## src/rtl/uart_cmd_assembler.sv

```systemverilog
// uart_cmd_assembler: assembles received UART bytes into {opcode, data_hi, data_lo}
// command frames and publishes each completed frame with a sticky cmd_rdy flag.
// Optional inter-byte timeout resync is compiled in with `define UART_CMD_TIMEOUT_EN.
module uart_cmd_assembler #(
   parameter int unsigned TIMEOUT_CYC = 52083
) (
   input  logic        clk,
   input  logic        rst_n,
   input  logic        rx_rdy,
   input  logic [7:0]  rx_data,
   output logic        clr_rx_rdy,
   output logic [7:0]  cmd,
   output logic [15:0] data,
   output logic        cmd_rdy,
   input  logic        clr_cmd_rdy,
   output logic        timeout
);

   localparam int unsigned BYTE_W = 8;
   localparam int unsigned DATA_W = 16;

   typedef enum logic [1:0] {
      S_CMD = 2'd0,
      S_DHI = 2'd1,
      S_DLO = 2'd2
   } state_t;

   state_t              r_state;
   state_t              w_next;
   logic [BYTE_W-1:0]   r_cmd_shadow;
   logic [BYTE_W-1:0]   r_hi_shadow;
   logic [BYTE_W-1:0]   r_cmd;
   logic [DATA_W-1:0]   r_data;
   logic                r_cmd_rdy;
   logic                r_timeout;
   logic                w_expire;
   logic                w_ld_op;
   logic                w_ld_hi;
   logic                w_complete;
   logic                w_rdy_clr;

   // Every byte presented is consumed in the same cycle.
   assign clr_rx_rdy = rx_rdy;

   assign cmd     = r_cmd;
   assign data    = r_data;
   assign cmd_rdy = r_cmd_rdy;
   assign timeout = r_timeout;

`ifdef UART_CMD_TIMEOUT_EN
   localparam int unsigned CNT_W = 16;

   logic [CNT_W-1:0] r_cnt;

   // Partial frame expires when the idle count would reach TIMEOUT_CYC; a byte in that cycle wins.
   assign w_expire = (r_state != S_CMD) && !rx_rdy &&
                     (r_cnt == CNT_W'(TIMEOUT_CYC - 1));

   // Inter-byte idle counter: counts only while a frame is partially received.
   always_ff @(posedge clk or negedge rst_n) begin
      if (!rst_n) begin
         r_cnt <= '0;
      end else if (rx_rdy || w_expire || (w_next == S_CMD)) begin
         r_cnt <= '0;
      end else if (r_state != S_CMD) begin
         r_cnt <= r_cnt + CNT_W'(1);
      end
   end
`else
   logic w_unused_timeout_cyc;

   assign w_unused_timeout_cyc = ^TIMEOUT_CYC;
   assign w_expire             = 1'b0;
`endif

   // State register.
   always_ff @(posedge clk or negedge rst_n) begin
      if (!rst_n) begin
         r_state <= S_CMD;
      end else begin
         r_state <= w_next;
      end
   end

   // Next-state: advance one position per accepted byte, fall back to CMD on expiry.
   always_comb begin
      w_next = r_state;
      case (r_state)
         S_CMD: begin
            if (rx_rdy) w_next = S_DHI;
         end
         S_DHI: begin
            if (rx_rdy)        w_next = S_DLO;
            else if (w_expire) w_next = S_CMD;
         end
         S_DLO: begin
            if (rx_rdy)        w_next = S_CMD;
            else if (w_expire) w_next = S_CMD;
         end
         default: w_next = S_CMD;
      endcase
   end

   // Output decode: per-state load strobes for shadows and the published frame.
   always_comb begin
      w_ld_op    = 1'b0;
      w_ld_hi    = 1'b0;
      w_complete = 1'b0;
      case (r_state)
         S_CMD:   w_ld_op    = rx_rdy;
         S_DHI:   w_ld_hi    = rx_rdy;
         S_DLO:   w_complete = rx_rdy;
         default: w_ld_op    = 1'b0;
      endcase
      w_rdy_clr = w_ld_op || clr_cmd_rdy;
   end

   // Shadow registers hold the partial frame; discarded on expiry.
   always_ff @(posedge clk or negedge rst_n) begin
      if (!rst_n) begin
         r_cmd_shadow <= '0;
         r_hi_shadow  <= '0;
      end else if (w_expire) begin
         r_cmd_shadow <= '0;
         r_hi_shadow  <= '0;
      end else begin
         if (w_ld_op) r_cmd_shadow <= rx_data;
         if (w_ld_hi) r_hi_shadow  <= rx_data;
      end
   end

   // Published frame changes atomically only when the third byte arrives.
   always_ff @(posedge clk or negedge rst_n) begin
      if (!rst_n) begin
         r_cmd  <= '0;
         r_data <= '0;
      end else if (w_complete) begin
         r_cmd  <= r_cmd_shadow;
         r_data <= {r_hi_shadow, rx_data};
      end
   end

   // Sticky ready flag: completion set beats any clear in the same cycle.
   always_ff @(posedge clk or negedge rst_n) begin
      if (!rst_n) begin
         r_cmd_rdy <= 1'b0;
      end else if (w_complete) begin
         r_cmd_rdy <= 1'b1;
      end else if (w_rdy_clr) begin
         r_cmd_rdy <= 1'b0;
      end
   end

   // One-cycle pulse marking a discarded partial frame.
   always_ff @(posedge clk or negedge rst_n) begin
      if (!rst_n) begin
         r_timeout <= 1'b0;
      end else begin
         r_timeout <= w_expire;
      end
   end

endmodule

```

## config.mk

```make
export PLATFORM = sky130hd
export DESIGN_NAME = uart_cmd_assembler
export DESIGN_NICKNAME = d
export VERILOG_FILES = /design/src/rtl/uart_cmd_assembler.sv
export SDC_FILE = /design/constraint.sdc
export NUM_CORES = 1
export LEC_CHECK = 0
export ABC_CLOCK_PERIOD_IN_PS = 1500
export BUFFER_PORTS_ARGS = -buffer_cell sky130_fd_sc_hd__buf_2
export CORE_ASPECT_RATIO = 0.7
export CORE_MARGIN = 8
export CORE_UTILIZATION = 52
export DETAILED_ROUTE_END_ITERATION = 16
export GPL_ROUTABILITY_DRIVEN = 0
export PLACE_DENSITY_LB_ADDON = 0.08
export SLEW_MARGIN = 20
export SYNTH_ARGS = -nofsm -noshare
export SYNTH_HDL_FRONTEND = slang
export SYNTH_SLANG_ARGS = --single-unit
```

## constraint.sdc

```tcl
create_clock -name clk -period 1.5 [get_ports clk]
set_input_delay 0.3 -clock clk [delete_from_list [all_inputs] [get_ports clk]]
set_output_delay 0.3 -clock clk [all_outputs]
set_load 0.05 [all_outputs]
```

---- Word-level counts from Yosys, hierarchy flattened ----
Cells that the tools add are included.
word-level totals
  register bits after elaboration ......... 43
  bits of input ports ..................... 12
  output and inout port bits .............. 27
  word-level logic and storage cells ...... 24
cells by class
  equality and inequality tests ........... 5
  multiplexer cells ....................... 9
  reduce and logical (&&, ||, !) cells .... 4
operators by type and width
  operator                                                         number
  2-bit 2-to-1 mux                                                 3
  2-bit inequality test, second input constant                     3
  2-bit case mux with 3 select lines                               1
  1-bit 2-to-1 mux                                                 5
  3-bit AND reduction                                              1
  2-bit by 1-bit == test with 1-bit output, second input constant  1
  2-bit == test, second input constant                             1
  2-bit zero test                                                  1
  2-bit nonzero test                                               1
  1-bit logical OR                                                 1

---- Depth between registers and ports, before layout ----
  word-level depth ........................ 5
  depth in mapped cells ................... 4
  gate-level depth less buffers ........... 2

---- Worst setup path before layout ----
No wires, ideal clock.
  path type ............................... reg-to-reg
  start ................................... register r_state[0]
  end ..................................... register r_cmd_shadow[0]
  setup time .............................. 0.125 ns
  arrival time ............................ 1.183 ns
  data required time ...................... 1.375 ns
  setup slack ............................. 0.192 ns
  stages on the path, launching flop included .. 4
  buffers on the path ..................... 1
  period minus slack after synthesis ...... 1.308 ns
  path through ............................ dfrtp_1 -> buf_2 -> nor3b_4 -> mux2_2
between the ends
  cells in the longest elaborated chain, start to end .. 2
RTL lines
  element                   RTL line  text
  start: declaration        28        state_t r_state;
  start signal: assignment  81        r_state <= w_next;
  2-bit zero test           109       case (r_state)
  1-bit 2-to-1 mux          109
  end signal: assignment    127       if (w_ld_op) r_cmd_shadow <= rx_data;
  end: declaration          30        logic [BYTE_W-1:0] r_cmd_shadow;
Every way passes these cells.
A chain may end at the register's enable or synchronous reset.

---- Worst setup path after layout ----
  start ................................... register r_state[1]
  end ..................................... register r_hi_shadow[0]
between the ends
  cells in the longest elaborated chain, start to end .. 2
RTL lines
  element                                   RTL line  text
  2-bit by 1-bit == test with 1-bit output  109
  1-bit 2-to-1 mux                          109
  end signal: assignment                    128       if (w_ld_hi) r_hi_shadow <= rx_data;
  end: declaration                          31        logic [BYTE_W-1:0] r_hi_shadow;
Every way passes these cells.

==> results.md <==
| Quantity | Reported | Unit |
|---|---|---|
| Outcome | finished clean | - |
| Fraction of layout instances using a drive strength above 1 | 64.4 | % |
| Area taken by flip-flops and latches | 1080 | um^2 |
| Proportion of synthesized chip area in sequential cells | 61.6 | % |
| Detailed Routing Iterations Pass 1 | 4 | - |
| Clock sink total | 43 | - |
| Number of ports placed on the die boundary | 39 | - |
| Routed length per placed instance | 16.3 | um |
| Highest metal layer with signal wires | met4 | - |
| Number of H-tree levels | 2 | - |
| First-pass GRT wire length | 5.06 | mm |
| Routed wl met2 | 1.38 | mm |
| Core box area | 3170 | um^2 |
| DIE WIDTH | 85.3 | um |
| Worst setup path class | register to register | - |
| Most common library cell in the layout ignoring fill and taps | sky130_fd_sc_hd__dfrtp_1 | - |
| Count of endpoints failing setup in the final report | 0 | - |
| Yosys reg bits | 43 | - |
| Starting utilization of the core area | 55.1 | % |
| Required time of the critical path | 1.66 | ns |
| Setup TNS | 0 | ns |
| Die Span Y | 64.5 | um |
| Met3 wire length | 179 | um |
| Final Hold Fails | 0 | - |
| Initial antenna violation count | 0 | - |
| RSZ-0062 raised after global routing | no | - |
| Insertion delay to the later sink of the worst-skew pair | 0.28 | ns |
| Pin count of the biggest net entering global routing | 25 | - |
| Root Buffer | sky130_fd_sc_hd__clkbuf_8 | - |
| Tot GR Track Use | 11.5 | % |
| Post-synthesis cell type count | 15 | - |
| Crit path max fanout | 9 | - |
| Area taken by multi-input logic gates | 617 | um^2 |
| Post-route clock period utilization | 91.8 | % |
| HPWL reported at the end of detailed placement | 2.22 | mm |
| Gates resized, CTS repair | 0 | - |
| Startpoint type of the worst setup path | register | - |
| Row count | 17 | - |
| Overflow left after global routing | 0 | - |
| Port Buf Inserts | 37 | - |
| Count of routing violations after the opening detailed-route iteration | 22 | - |
| TritonCTS clock tree | built | - |
| Mean instance size in the synthesized netlist | 17.5 | um^2 |
| Highest achievable clock rate | 726 | MHz |
| Most used cells in the layout excluding fill and tap cells | 43 x sky130_fd_sc_hd__dfrtp_1, 37 x sky130_fd_sc_hd__buf_2, 21 x sky130_fd_sc_hd__mux2_2, 19 x sky130_fd_sc_hd__mux2_4, 5 x sky130_fd_sc_hd__clkbuf_8 | - |
| Area Overhead vs Synth | 20.3 | % |
| Clock-pin slew of the registers on the worst-case setup and hold paths | 0.08 | ns |
| Die outline area | 5500 | um^2 |
| Post-layout minimum cycle time | 1.38 | ns |
| Setup clock skew after layout | 0.0103 | ns |
| Endpoint kind of the worst setup timing path | register | - |
| Number of max-slew violations in the final report | 0 | - |
| Crit path DAT | 1.54 | ns |
| DRC violations left | 0 | - |
| Max-cap check violation count | 0 | - |
| Mapped Area | 1750 | um^2 |
| Type of the tightest min-delay check | input port to register | - |
| Detailed-route vias per instance | 4.97 | - |
| Total inserted antenna cells | 0 | - |
| Max clock buf depth | 2 | - |
| Final net count | 157 | - |
| Total number of yosys warnings | 0 | - |
| Syn nets | 112 | - |
| FILL cells | 234 | - |
| Number of buffers added by the clock tree synthesis step | 5 | - |
| Number of nets with antenna violations after detailed routing | 0 | - |
| Synthesized netlist cell count | 100 | - |
| Total via count after detailed routing | 914 | - |
| Vias in the first global route | 1,066 | - |
| Overall routed net length | 2.99 | mm |
| Routed met1 length | 1.41 | mm |
## final timing paths
| kind | startpoint | end | slack, ns | depth (start not counted) |
|---|---|---|---|---|
| min in group asynchronous | rst_n | data[15]$_DFFE_PN0P_ | 0.49 | 2 |
| max reg2reg | r_state[1]$_DFFE_PN0P_ | r_hi_shadow[0]$_DFFE_PN0P_ | 0.12 | 2 |
| max | r_state[1]$_DFFE_PN0P_ | r_hi_shadow[0]$_DFFE_PN0P_ | 0.12 | 2 |
| min reg2reg | r_hi_shadow[0]$_DFFE_PN0P_ | data[8]$_DFFE_PN0P_ | 0.51 | 1 |
| min | rx_data[6] | data[6]$_DFFE_PN0P_ | 0.27 | 2 |
| max in group asynchronous | rst_n | data[9]$_DFFE_PN0P_ | 0.52 | 3 |
## state kept, by name, indices dropped and copies added, names as in the netlist
| name | flops |
|---|---|
| data | 16 |
| cmd | 8 |
| r_hi_shadow | 8 |
| r_state | 2 |
| cmd_rdy | 1 |
| r_cmd_shadow | 8 |
## final cells by class
| type | instances | share of cell area, % |
|---|---|---|
| sequential | 43 | 51.2 |
| multi-input combinational | 51 | 29.3 |
| timing repair buffer | 44 | 13.2 |
| clock buffer | 5 | 3.27 |
| tap | 38 | 2.26 |
| clock inverter | 3 | 0.714 |
## worst max-delay path, stage by stage (launching register included)
cell and delay, ns:
sky130_fd_sc_hd__dfrtp_1 0.47, sky130_fd_sc_hd__nand3b_2 0.43, sky130_fd_sc_hd__mux2_2 0.36
## through the flow
stage	setup slack, ns	area, um^2	std cells	hold slack, ns	util (%)
2_1_floorplan	0.192	1750	100	0.00441	-
3_3_place_gp	0.163	2010	175	0.269	63.4
3_5_place_dp	0.144	2010	175	0.284	63.4
4_1_cts	0.135	2100	184	0.266	66.3
5_1_grt	0.0859	2100	184	0.272	66.3
6_report	0.123	2100	184	0.273	66.3
## layer usage
layer | global-route usage [%] | up-vias
li1 | - | 434
met1 | 14.0 | 458
met2 | 18.1 | 20
met3 | 4.40 | 2
met4 | 4.57 | 0
met5 | 0 | -
## repair_timing
item                                   in CTS  in global routing
buffers inserted                            0                  0
hold buffers                                1                  0
endpoints found under the hold margin      19                  0
## cells in the mapped netlist
cell | count | area (um^2)
sky130_fd_sc_hd__nand3b_4 | 1 | 20.0
sky130_fd_sc_hd__o21ai_0 | 2 | 10.0
sky130_fd_sc_hd__mux2_2 | 21 | 236
sky130_fd_sc_hd__mux2_4 | 19 | 285
sky130_fd_sc_hd__xnor2_1 | 1 | 8.76
sky130_fd_sc_hd__buf_6 | 3 | 33.8
sky130_fd_sc_hd__nor2b_1 | 1 | 6.26
sky130_fd_sc_hd__nor3b_4 | 1 | 18.8
sky130_fd_sc_hd__buf_2 | 1 | 5.00
sky130_fd_sc_hd__conb_1 | 1 | 3.75
sky130_fd_sc_hd__nand3b_2 | 1 | 11.3
sky130_fd_sc_hd__nor2_1 | 1 | 3.75
sky130_fd_sc_hd__dfrtp_1 | 43 | 1080
sky130_fd_sc_hd__nand2b_1 | 2 | 12.5
sky130_fd_sc_hd__buf_4 | 2 | 15.0
## cells by family after synthesis
logic type                share of synthesized area [%]
and+or+nand+nor                                    4.15
muxes                                              29.9
xor gates and xnor gates                          0.502
buffers and inverters                              3.08
AOI/OAI and AO/OA                                 0.573
other                                             0.215
DFF                                                61.6
Power is not shown: default switching activity piles up to over one toggle a cycle in this logic, so the estimate is an artifact.
